File: config.mk
export PLATFORM = sky130hd
export DESIGN_NAME = hazard_unit_flat
export DESIGN_NICKNAME = d
export VERILOG_FILES = /design/src/rtl/hazard_unit_pkg.sv /design/src/rtl/hazard_unit_if.sv /design/src/rtl/hazard_unit_sat_counter.sv /design/src/rtl/hazard_unit.sv /design/src/flat_wrapper.sv
export SDC_FILE = /design/constraint.sdc
export NUM_CORES = 1
export LEC_CHECK = 0
export CAP_MARGIN = 20
export CORE_MARGIN = 1
export CORE_UTILIZATION = 25
export DETAILED_ROUTE_END_ITERATION = 8
export GPL_TIMING_DRIVEN = 0
export HOLD_SLACK_MARGIN = 0.12
export MAX_ROUTING_LAYER = met4
export SLEW_MARGIN = 20
export SYNTH_ARGS = -nofsm -noshare
export SYNTH_HDL_FRONTEND = slang
export SYNTH_SLANG_ARGS = --single-unit
File: constraint.sdc
create_clock -name clk -period 2.67 [get_ports clk]
set_input_delay 0.4005 -clock clk [delete_from_list [all_inputs] [get_ports clk]]
set_output_delay 0.4005 -clock clk [all_outputs]
set_load 0.03 [all_outputs]
File: src/rtl/hazard_unit_pkg.sv
// Shared types and constants for the pipeline hazard controller.
// State encodings are visible on hazard_state, so they are fixed here.
package hazard_unit_pkg;

  typedef enum logic [1:0] {
    HZ_RUN    = 2'd0,
    HZ_FLUSH  = 2'd1,
    HZ_FREEZE = 2'd2
  } hz_state_t;

  localparam logic [4:0] X0_IDX = 5'd0;

  // A load in EX feeding a source register that ID actually reads; x0 never stalls.
  function automatic logic load_use(
    input logic       mem_read,
    input logic [4:0] rd,
    input logic [4:0] rs1,
    input logic [4:0] rs2,
    input logic       use_rs1,
    input logic       use_rs2
  );
    return mem_read && (rd != X0_IDX) &&
           ((use_rs1 && (rs1 == rd)) || (use_rs2 && (rs2 == rd)));
  endfunction

endpackage

File: src/rtl/hazard_unit_if.sv
// Bundle between the hazard controller (master) and the pipeline datapath (slave).
// Carries hazard-detection inputs, write/flush enables and the bubble select.
interface hazard_unit_if #(
  parameter int CNT_W = 16
);
  logic [4:0]       rs1_ID;
  logic [4:0]       rs2_ID;
  logic             use_rs1_ID;
  logic             use_rs2_ID;
  logic             MemRead_EX;
  logic [4:0]       rd_EX;
  logic             branch_taken_EX;
  logic             mem_stall;
  logic             PCWrite;
  logic             IFID_Write;
  logic             IFID_Flush;
  logic             IDEX_Write;
  logic             nopMux_Select;
  logic [1:0]       hazard_state;
  logic [CNT_W-1:0] stall_cnt;
  logic [CNT_W-1:0] flush_cnt;

  modport master (
    input  rs1_ID, rs2_ID, use_rs1_ID, use_rs2_ID, MemRead_EX, rd_EX,
           branch_taken_EX, mem_stall,
    output PCWrite, IFID_Write, IFID_Flush, IDEX_Write, nopMux_Select,
           hazard_state, stall_cnt, flush_cnt
  );

  modport slave (
    output rs1_ID, rs2_ID, use_rs1_ID, use_rs2_ID, MemRead_EX, rd_EX,
           branch_taken_EX, mem_stall,
    input  PCWrite, IFID_Write, IFID_Flush, IDEX_Write, nopMux_Select,
           hazard_state, stall_cnt, flush_cnt
  );

endinterface

File: src/rtl/hazard_unit_sat_counter.sv
// Saturating up-counter used for the hazard performance counters.
module sat_counter #(
  parameter int W = 16
) (
  input  logic         clk,
  input  logic         reset,
  input  logic         inc,
  output logic [W-1:0] q
);

  always_ff @(posedge clk or posedge reset) begin
    if (reset) begin
      q <= '0;
    end else if (inc && (q != {W{1'b1}})) begin
      q <= q + 1'b1;
    end
  end

endmodule

File: src/rtl/hazard_unit.sv
// Pipeline hazard controller: load-use stalls, taken-branch flush bubbles and
// data-memory freeze, driving PC/IF-ID/ID-EX enables and the ID/EX bubble mux.
//
// state     | meaning
// HZ_RUN    | normal issue; load-use stalls handled in place
// HZ_FLUSH  | inserting post-branch bubbles, fcnt = bubbles still owed
// HZ_FREEZE | memory stall; saved_state/fcnt restored on release
module hazard_unit
  import hazard_unit_pkg::*;
#(
  parameter int FLUSH_CYCLES = 2,
  parameter int CNT_W        = 16
) (
  input logic          clk,
  input logic          reset,
  hazard_unit_if.master hz
);

  localparam logic [1:0] FCNT_INIT = 2'(FLUSH_CYCLES - 1);

  hz_state_t  state, state_n;
  hz_state_t  saved_state, saved_state_n;
  hz_state_t  eff_state;
  logic [1:0] fcnt, fcnt_n;
  logic       lu;
  logic       stall_inc, flush_inc;
  logic       pc_we, ifid_we, idex_we, ifid_flush, nop_sel;
  logic [CNT_W-1:0] stall_q, flush_q;

  assign lu = load_use(hz.MemRead_EX, hz.rd_EX, hz.rs1_ID, hz.rs2_ID,
                       hz.use_rs1_ID, hz.use_rs2_ID);

  // The release cycle out of FREEZE already behaves as the saved state.
  assign eff_state = (state == HZ_FREEZE) ? saved_state : state;

  always_ff @(posedge clk or posedge reset) begin
    if (reset) begin
      state       <= HZ_RUN;
      saved_state <= HZ_RUN;
      fcnt        <= 2'd0;
    end else begin
      state       <= state_n;
      saved_state <= saved_state_n;
      fcnt        <= fcnt_n;
    end
  end

  always_comb begin
    state_n       = state;
    saved_state_n = saved_state;
    fcnt_n        = fcnt;
    stall_inc     = 1'b0;
    flush_inc     = 1'b0;
    pc_we         = 1'b1;
    ifid_we       = 1'b1;
    idex_we       = 1'b1;
    ifid_flush    = 1'b0;
    nop_sel       = 1'b0;

    if (hz.mem_stall) begin
      pc_we   = 1'b0;
      ifid_we = 1'b0;
      idex_we = 1'b0;
      state_n = HZ_FREEZE;
      if (state != HZ_FREEZE) begin
        saved_state_n = state;
      end
    end else if (hz.branch_taken_EX) begin
      ifid_flush = 1'b1;
      nop_sel    = 1'b1;
      flush_inc  = 1'b1;
      if (FLUSH_CYCLES > 1) begin
        state_n = HZ_FLUSH;
        fcnt_n  = FCNT_INIT;
      end else begin
        state_n = HZ_RUN;
        fcnt_n  = 2'd0;
      end
    end else if (eff_state == HZ_FLUSH) begin
      ifid_flush = 1'b1;
      nop_sel    = 1'b1;
      fcnt_n     = fcnt - 2'd1;
      state_n    = (fcnt == 2'd1) ? HZ_RUN : HZ_FLUSH;
    end else if (lu) begin
      pc_we     = 1'b0;
      ifid_we   = 1'b0;
      nop_sel   = 1'b1;
      stall_inc = 1'b1;
      state_n   = HZ_RUN;
    end else begin
      state_n = HZ_RUN;
    end
  end

  sat_counter #(.W(CNT_W)) u_stall_cnt (
    .clk   (clk),
    .reset (reset),
    .inc   (stall_inc),
    .q     (stall_q)
  );

  sat_counter #(.W(CNT_W)) u_flush_cnt (
    .clk   (clk),
    .reset (reset),
    .inc   (flush_inc),
    .q     (flush_q)
  );

  // Reset forces a bubble with every enable off, independent of the clock.
  assign hz.PCWrite       = reset ? 1'b0 : pc_we;
  assign hz.IFID_Write    = reset ? 1'b0 : ifid_we;
  assign hz.IDEX_Write    = reset ? 1'b0 : idex_we;
  assign hz.IFID_Flush    = reset ? 1'b0 : ifid_flush;
  assign hz.nopMux_Select = reset ? 1'b1 : nop_sel;
  assign hz.hazard_state  = state;
  assign hz.stall_cnt     = stall_q;
  assign hz.flush_cnt     = flush_q;

endmodule

File: src/flat_wrapper.sv
// flat-port wrapper written by rule: the top's interface ports become plain ports
module hazard_unit_flat import hazard_unit_pkg::*;
#(
  parameter int FLUSH_CYCLES = 2,
  parameter int CNT_W        = 16
)
  (clk, reset, hz_rs1_ID, hz_rs2_ID, hz_use_rs1_ID, hz_use_rs2_ID, hz_MemRead_EX, hz_rd_EX, hz_branch_taken_EX, hz_mem_stall, hz_PCWrite, hz_IFID_Write, hz_IFID_Flush, hz_IDEX_Write, hz_nopMux_Select, hz_hazard_state, hz_stall_cnt, hz_flush_cnt);
  hazard_unit_if #(.CNT_W(CNT_W)) hz_i ();
  input logic clk;
  input logic reset;
  input wire logic [$bits(hz_i.rs1_ID)-1:0] hz_rs1_ID;
  input wire logic [$bits(hz_i.rs2_ID)-1:0] hz_rs2_ID;
  input wire logic [$bits(hz_i.use_rs1_ID)-1:0] hz_use_rs1_ID;
  input wire logic [$bits(hz_i.use_rs2_ID)-1:0] hz_use_rs2_ID;
  input wire logic [$bits(hz_i.MemRead_EX)-1:0] hz_MemRead_EX;
  input wire logic [$bits(hz_i.rd_EX)-1:0] hz_rd_EX;
  input wire logic [$bits(hz_i.branch_taken_EX)-1:0] hz_branch_taken_EX;
  input wire logic [$bits(hz_i.mem_stall)-1:0] hz_mem_stall;
  output wire logic [$bits(hz_i.PCWrite)-1:0] hz_PCWrite;
  output wire logic [$bits(hz_i.IFID_Write)-1:0] hz_IFID_Write;
  output wire logic [$bits(hz_i.IFID_Flush)-1:0] hz_IFID_Flush;
  output wire logic [$bits(hz_i.IDEX_Write)-1:0] hz_IDEX_Write;
  output wire logic [$bits(hz_i.nopMux_Select)-1:0] hz_nopMux_Select;
  output wire logic [$bits(hz_i.hazard_state)-1:0] hz_hazard_state;
  output wire logic [$bits(hz_i.stall_cnt)-1:0] hz_stall_cnt;
  output wire logic [$bits(hz_i.flush_cnt)-1:0] hz_flush_cnt;
  assign hz_i.rs1_ID = hz_rs1_ID;
  assign hz_i.rs2_ID = hz_rs2_ID;
  assign hz_i.use_rs1_ID = hz_use_rs1_ID;
  assign hz_i.use_rs2_ID = hz_use_rs2_ID;
  assign hz_i.MemRead_EX = hz_MemRead_EX;
  assign hz_i.rd_EX = hz_rd_EX;
  assign hz_i.branch_taken_EX = hz_branch_taken_EX;
  assign hz_i.mem_stall = hz_mem_stall;
  assign hz_PCWrite = hz_i.PCWrite;
  assign hz_IFID_Write = hz_i.IFID_Write;
  assign hz_IFID_Flush = hz_i.IFID_Flush;
  assign hz_IDEX_Write = hz_i.IDEX_Write;
  assign hz_nopMux_Select = hz_i.nopMux_Select;
  assign hz_hazard_state = hz_i.hazard_state;
  assign hz_stall_cnt = hz_i.stall_cnt;
  assign hz_flush_cnt = hz_i.flush_cnt;
  hazard_unit #(.FLUSH_CYCLES(FLUSH_CYCLES), .CNT_W(CNT_W)) u_core (.clk(clk), .reset(reset), .hz(hz_i));
endmodule
* Yosys cells after proc, flatten, opt, wreduce, memory -nomap -nowiden
Index checks and enable logic that the tools add are counted. W data, S select, Z words.
Storage, ports and cells: output and inout bits 39, flip-flop bits (word level) 38
Operators by class: add/sub/neg operators 3, muxes and demuxes 28, bitwise gates (word level) 1, reduce and logical (&&, ||, !) cells 11, equal/unequal tests 8
Operators by type and width (count):
- $add A16 B1 Y16 const B | 2
- $ne A16 B16 Y1 const B | 2
- $mux W1 | 22
- $mux W2 | 6
- $eq A5 B5 Y1 | 2
- $logic_and A1 B1 Y1 | 6
- $reduce_bool A5 Y1 | 1
- $eq A2 B1 Y1 const B | 2
- $reduce_and A2 Y1 | 2
- $eq A2 B2 Y1 const B | 1
- $ne A2 B2 Y1 const B | 1
- $reduce_bool A2 Y1 | 1
- $sub A2 B1 Y2 const B | 1
- $logic_or A1 B1 Y1 | 1
- $not A1 Y1 | 1

* Logic depth before layout (Yosys ltp)
Gate-level depths: netlist (run 1).
depth after elaboration 9, gate-level depth with buffers 6, gate-level depth less buffers 5

* Cells and area by module
A second synthesis (run 1) with hierarchy kept.
Second synthesis, totals: cells, all modules 192, area total of the unflattened synthesis 2089.5 um2
By module, submodules not included:
- sat_counter | area each 805.8 um2, cells an instance 71, times used 2, sequential area each 400.4 um2
- hazard_unit | area each 478.0 um2, cells an instance 50, times used 1, sequential area each 150.1 um2

* Worst setup path after synthesis (run 1)
No wires, ideal clock.
path kind input to output, from in hz_rd_EX[0], to out hz_PCWrite, slack 0.014 ns, data arrival time 2.255 ns, data required time 2.270 ns, buffers on the path 1, stages on the path 5, cell sequence or4_1 -> o21ai_2 -> nor2b_1 -> a21boi_0 -> buf_4
On the way: cells in the longest elaborated chain, start to end 9, elaborated cells on any way between the ends 13
RTL lines:
- from (decl) | RTL line flat_wrapper.sv:16 | input wire logic [$bits(hz_i.rd_EX)-1:0] hz_rd_EX;
- $eq A5 B5 Y1 | RTL line hazard_unit_pkg.sv:23 | ((use_rs1 && (rs1 == rd)) || (use_rs2 && (rs2 == rd)));
- $logic_and A1 B1 Y1 | RTL line hazard_unit_pkg.sv:23
- $logic_or A1 B1 Y1 | RTL line hazard_unit_pkg.sv:23
- $logic_and A1 B1 Y1 * | RTL line hazard_unit_pkg.sv:22 | return mem_read && (rd != X0_IDX) &&
- $mux W1 * (5 in series)
- to (decl) | RTL line flat_wrapper.sv:19 | output wire logic [$bits(hz_i.PCWrite)-1:0] hz_PCWrite;
Mark *: on every way between the ends. The rest lies on a longest branch, timed or not.

* Worst setup path after layout (run 1)
from in hz_rd_EX[3], to out hz_IFID_Write
On the way: cells in the longest elaborated chain, start to end 9, elaborated cells on any way between the ends 13
RTL lines:
- $eq A5 B5 Y1 | RTL line hazard_unit_pkg.sv:23
- $logic_and A1 B1 Y1 | RTL line hazard_unit_pkg.sv:23
- $logic_or A1 B1 Y1 | RTL line hazard_unit_pkg.sv:23
- $logic_and A1 B1 Y1 * | RTL line hazard_unit_pkg.sv:22
- $mux W1 * | RTL line hazard_unit.sv:84 | end else if (lu) begin
- $mux W1 * | RTL line hazard_unit.sv:79 | end else if (eff_state == HZ_FLUSH) begin
- $mux W1 * | RTL line hazard_unit.sv:68 | end else if (hz.branch_taken_EX) begin
- $mux W1 * | RTL line hazard_unit.sv:60 | if (hz.mem_stall) begin
- $mux W1 * | RTL line hazard_unit.sv:111 | assign hz.IFID_Write = reset ? 1'b0 : ifid_we;
- to (decl) | RTL line flat_wrapper.sv:20 | output wire logic [$bits(hz_i.IFID_Write)-1:0] hz_IFID_Write;
Marks and branches as above.

==> impl_metrics.tcl, run 1 <==
set metrics [dict create \
    relSlewSlack 0.566 \
    worst_pin_slew_ns 0.646 \
    clk_transition_reported_paths_ns 0.08 \
    reg2reg_to "u_core.u_stall_cnt.q[4]" \
    drive_gt1_frac 0.121 \
    p_clk_frac 0.295 \
    layout_setup_ws_ns 0.0839 \
    die_area_um2 8530 \
    std_cell_rows 32 \
    synth_edf_count 0 \
    drtIter0Drc 31 \
    cp-end-kind "primary output" \
    die_h_um 92.4 \
    syn-instance-count 193 \
    r2r_cells 5 \
    start_util 0.261 \
    antenna_cells 0 \
    portBuffers 60 \
    fin_setup_tns_ns 0 \
    clock_skew_ns 0.00556 \
    overflow 0 \
    async_flop_share 1.00 \
    fillers 792 \
    cts_root_buffer "clkbuf_8" \
    io_pins 61 \
    grtUsageTotal 0.116 \
    chipWidth_um 92.4 \
    cts.sinks 38 \
    wl_mm 4.40 \
    start_kind "input port" \
    hold_class "input port to async pin" \
    tritoncts "yes" \
    drc 0 \
    drtAntennaViolNets 0 \
    core_um2 7810 \
    syn-num-nets 218 \
    seq_area_um2 951 \
    fmax_mhz 387 \
    status "complete, no violations" \
    cts_hold_buffers 0 \
    peakVddDrop_v 0.000259 \
    worstPathCellList "clkdlybuf4s50_1, or4_4, o21ai_2, nor2b_2, a21boi_2, clkdlybuf4s15_1" \
    wl_per_cell_um 12.0 \
    ys_seq_area_frac 0.466 \
    routabilityCongestion 0.809 \
    grt_pass1_vias 1701 \
    clkLatencyLatePin_ns 0.29 \
    crit_fanout 3 \
    synthFlopType "dfrtp_1" \
    syn_area_per_cell_um2 10.6 \
    cts_inserted_buffers 5 \
    path_class "input port to primary output" \
    grt_setup_unrepaired "no" \
    ys_ff_latch 38 \
    grt_pass1_wl_mm 7.69 \
    ys_types 37 \
    clk_path_buf_depth 2 \
    r2r_start "u_core.hz.hazard_state[1]" \
    max_cap_violations 0 \
    switchingPower_uw 497 \
    seq_power_share 0.439 \
    area_delta_synth_final_pct 43.7 \
    setup_viol_count_final 0 \
    crit_slowest_cell "or4_4" \
    multiInputGateArea_um2 1070 \
    pre_cts_ws_ns -0.576 \
    cp_slowest_stage_delay_ns 0.54 \
    required_ns 2.27 \
    via_count 1657 \
    yosys_warnings 0 \
    powerDensity_nw_per_um2 550 \
    hpwl_mm 3.39 \
    fin_crit_sh 0.969 \
    p_leak_uw 0.00121 \
    drt_pass1_iterations 3 \
    nNetsFinal 288 \
    grt_max_degree 29 \
    arrival_ns 2.19 \
    swShare 0.308 \
    r2r_slack_ns 0.49 \
    p_comb_frac 0.266 \
    finalMaxSlewViolations 0 \
    internal-power_uw 1120 \
    antenna_found_initial 0 \
    syn_area_um2 2040 \
    finalHoldViolations 0 \
    viasPerCell 4.53 \
    cts.htree.levels 2 \
    period_needed_ns 2.59 \
]
## kinds of logic after synthesis
kind of cell	share of synthesized area
buffers and inverters	0.0221
flip-flops	0.466
adder cells (fa/ha/maj)	0.0184
AND/OR/NAND/NOR	0.249
multiplexers	0.0221
AO/OA/AOI/OAI	0.0478
XOR/XNOR	0.175
## worst max path at each step
stage	startpoint	slack (ns)	endpoint	cells after the start
finish	hz_rd_EX[3]	0.08	hz_IFID_Write	6
global route	hz_rd_EX[3]	0.0001	hz_IFID_Write	6
CTS	hz_rd_EX[1]	-0.04	hz_PCWrite	8
detailed placement	hz_rd_EX[1]	-0.58	hz_PCWrite	8
global placement	reset	-0.69	hz_nopMux_Select	5
floorplan	hz_rd_EX[0]	0.01	hz_PCWrite	5
## Yosys cell counts, types with 3 or more instances
library cell / count / area, um^2
dfrtp_1: 38 / 951
xnor2_1: 30 / 263
nand2_1: 15 / 56.3
nand3_1: 14 / 70.1
nand4_1: 13 / 81.3
and4_1: 7 / 61.3
inv_1: 7 / 26.3
xor2_1: 7 / 61.3
nor2_1: 6 / 22.5
and3_1: 5 / 31.3
nor3_1: 5 / 25.0
and2_1: 4 / 25.0
mux2_2: 4 / 45.0
a211oi_1: 3 / 22.5
a21oi_1: 3 / 15.0
clkbuf_1: 3 / 11.3
ha_1: 3 / 37.5
nor2b_1: 3 / 18.8
## layout make-up
cell class	count	area share
clock buffer	5	0.0235
multi-input combinational	144	0.364
clock inverter	3	0.0137
sequential	38	0.324
tap	102	0.0435
timing repair buffer	63	0.215
buffer	4	0.00640
inverter	7	0.00896
## critical path: cells and delay by family
kind | cells | cell delay (ns)
and+or+nand+nor | 2 | 0.61
buffers and inverters | 2 | 0.85
AOI/OAI and AO/OA | 2 | 0.32
## sequential cells by signal, indices dropped and copies added (netlist names)
register,cells
u_core.hz.hazard_state,2
u_core.saved_state,2
u_core.fcnt,2
u_core.u_flush_cnt.q,16
u_core.u_stall_cnt.q,16
## routing by layer
layer	wire length, um	part of all wire	global-route usage	vias to the layer above
li1	-	-	-	825
met1	1950	0.44	0.136	777
met2	2160	0.49	0.194	46
met3	222	0.050	0.0287	9
met4	76	0.017	0.0378	0
met5	0	0	-	-
## cell usage in the layout, fill, tap and decap left out, types with 2 or more instances in the layout
| master | Yosys | final |
|---|---|---|
| dfrtp_1 | 38 | 38 |
| mux2_2 | 4 | 4 |
| a211oi_1 | 3 | 3 |
| buf_4 | 1 | 3 |
| nand3_1 | 14 | 14 |
| and4_1 | 7 | 7 |
| xnor2_2 | 2 | 2 |
| and2_1 | 4 | 4 |
| ha_1 | 3 | 3 |
| dlymetal6s2s_1 | 0 | 2 |
| buf_2 | 0 | 2 |
| clkinv_2 | 0 | 2 |
| a21oi_1 | 3 | 3 |
| nand4_1 | 13 | 13 |
| nor4b_1 | 2 | 2 |
| clkbuf_1 | 3 | 3 |
| inv_1 | 7 | 6 |
| clkbuf_8 | 0 | 5 |
| nor2b_1 | 3 | 2 |
| xnor2_1 | 30 | 30 |
| clkdlybuf4s50_1 | 0 | 55 |
| or3_4 | 2 | 2 |
| nor2_1 | 6 | 6 |
| xor2_1 | 7 | 7 |
| nor3_1 | 5 | 5 |
| or4b_4 | 2 | 2 |
| nand2_1 | 15 | 15 |
| and3_1 | 5 | 5 |
## power groups by stage
stage	sequential (uW)	clock, uW	combinational, uW
floorplan	807	0	153
global placement	718	0	420
detailed placement	719	0	430
CTS	708	495	435
global route	720	523	472
finish	708	476	429
## per-stage QoR
stage	cells	total power (uW)	instance area, um^2	hold WS, ns	utilization
after global routing	366	1720	2930	0.481	0.375
after floorplan	193	960	2040	0.432	-
after CTS	365	1640	2920	0.460	0.375
after global placement	355	1140	2770	0.482	0.355
after detailed placement	356	1150	2790	0.485	0.357
final	366	1610	2930	0.460	0.375
## repair_timing
action / in CTS / in global routing
pin swaps: 2 / 2
setup buffers: 1 / 1
gates resized for setup: 12 / 8
hold endpoints to repair: 0 / 0
setup endpoints to repair: 3 / 3
No activity file was read; power rests on OpenSTA's default activity.
==> inputs of run 2 (changes only) <==
CORE_MARGIN = 2   (was 1)
SETUP_SLACK_MARGIN = 0.2   (was not set)
==> impl_metrics.tcl, run 2 (same netlist as run 1, synthesis figures left out) <==
set metrics [dict create \
    p_leak_uw 0.00122 \
    viasPerCell 4.55 \
    clkLatencyLatePin_ns 0.29 \
    grt_max_degree 23 \
    start_kind "input port" \
    die_area_um2 8900 \
    grt_pass1_wl_mm 7.53 \
    clk_path_buf_depth 2 \
    start_util 0.261 \
    grtUsageTotal 0.111 \
    relSlewSlack 0.524 \
    fin_setup_tns_ns 0 \
    chipWidth_um 94.4 \
    r2r_start "u_core.hz.hazard_state[1]" \
    cp_slowest_stage_delay_ns 0.56 \
    layout_commonest_cell "clkdlybuf4s50_1" \
    instances_no_fill 366 \
    worst_pin_slew_ns 0.708 \
    overflow 0 \
    core_um2 7810 \
    fin_crit_sh 0.876 \
    status "complete, no violations" \
    die_h_um 94.4 \
    cts_hold_buffers 0 \
    max_cap_violations 0 \
    drtAntennaViolNets 0 \
    drt_pass1_iterations 4 \
    finalHoldViolations 0 \
    grt_setup_unrepaired "no" \
    area_delta_synth_final_pct 43.4 \
    crit_fanout 3 \
    cts_inserted_buffers 5 \
    cts_root_buffer "clkbuf_8" \
    drtIter0Drc 35 \
    reg2reg_to "u_core.u_stall_cnt.q[1]" \
    cp.buffers_inverters 2 \
    clock_skew_ns 0.00455 \
    wl_mm 4.61 \
    grt_pass1_vias 1607 \
    wl_per_cell_um 12.6 \
    io_pins 61 \
    arrival_ns 1.94 \
    crit_slowest_cell "or4_4" \
    period_needed_ns 2.34 \
    nNetsFinal 288 \
    peakVddDrop_v 0.000169 \
    cp-end-kind "primary output" \
    hpwl_mm 3.58 \
    min_from "u_core.u_stall_cnt.q[9]" \
    final_cell_mix "50 x clkdlybuf4s50_1, 38 x dfrtp_1, 30 x xnor2_1" \
    holdPathStages 1 \
    required_ns 2.27 \
    routabilityCongestion 0.798 \
    top_regs "u_core.u_flush_cnt.q (16), u_core.u_stall_cnt.q (16)" \
    drive_gt1_frac 0.125 \
    worstPathCellList "dlygate4sd2_1, or4_4, o21ai_4, nor2b_4, o31a_2, buf_2" \
    r2r_cells 5 \
    drc 0 \
    cts.sinks 38 \
    powerDensity_nw_per_um2 530 \
    setup_viol_count_final 0 \
    cpLargestDelayFamily "simple AND/OR/NAND/NOR gates" \
    fmax_mhz 428 \
    placed_cells 356 \
    tritoncts "yes" \
    finalMaxSlewViolations 0 \
    fillers 784 \
    antenna_cells 0 \
    clk_transition_reported_paths_ns 0.07 \
    std_cell_rows 32 \
    cts.htree.levels 2 \
    antenna_found_initial 0 \
    r2r_slack_ns 0.41 \
    hold_end "u_core.u_stall_cnt.q[9]" \
    portBuffers 60 \
    hold_class "flop to flop" \
    path_class "input port to primary output" \
    via_count 1666 \
]
-- run 2: changes by cell type in the layout (fill, tap and decap cells not counted), sizes merged --
| cell | previous run | this run |
|---|---|---|
| clkinv | 2 | 1 |
| clkbuf | 8 | 11 |
| dlygate4sd2 | 0 | 5 |
| bufinv | 1 | 0 |
| clkdlybuf4s15 | 1 | 0 |
| clkdlybuf4s50 | 55 | 50 |
-- run 2: worst max path at each step --
| stage | startpoint | end | slack [ns] | cells past startpoint |
|---|---|---|---|---|
| global route | u_core.hz.hazard_state[0] | hz_IFID_Flush | 0.22 | 4 |
| finish | hz_rd_EX[0] | hz_nopMux_Select | 0.33 | 6 |
| floorplan | hz_rd_EX[0] | hz_PCWrite | 0.28 | 5 |
| global placement | reset | hz_nopMux_Select | -0.69 | 5 |
| detailed placement | hz_rd_EX[1] | hz_PCWrite | -0.56 | 8 |
| CTS | hz_rd_EX[4] | hz_IFID_Write | 0.21 | 6 |
-- run 2: where the power goes --
group          total, uW  internal, uW  switching, uW
Clock                410           208            202
Combinational        430           202            228
Sequential           710           638           71.6
-- run 2: repair_timing --
action,CTS,global route
resized for setup,26,5
buffers inserted,2,0
endpoints found under the setup margin,5,4
pin swaps,2,5
-- run 2: through the flow --
stage / utilization / area, um^2 / power, uW / setup slack [ns] / hold slack, ns
floorplan: - / 2040 / 960 / 0.279 / 0.432
global placement: 0.355 / 2770 / 1140 / -0.690 / 0.476
detailed placement: 0.358 / 2800 / 1150 / -0.555 / 0.488
CTS: 0.375 / 2930 / 1570 / 0.212 / 0.502
global route: 0.375 / 2930 / 1630 / 0.222 / 0.516
finish: 0.375 / 2930 / 1550 / 0.331 / 0.494
-- run 2: metal layers --
metal / track usage / share of wire / vias up
met5: - / 0 / -
met1: 0.135 / 0.45 / 787
met2: 0.183 / 0.49 / 51
met3: 0.0263 / 0.051 / 3
li1: - / - / 825
met4: 0.0338 / 0.0043 / 0
-- run 2: layout make-up --
cell class,count,area (um^2),area share
Tap cell,102,128,0.0436
Timing Repair Buffer,63,629,0.215
Buffer,4,20.0,0.00684
Sequential cell,38,951,0.325
Clock buffer,7,86.3,0.0295
Multi-Input combinational cell,144,1080,0.369
Inverter,7,26.3,0.00898
Clock inverter,1,5.00,0.00171
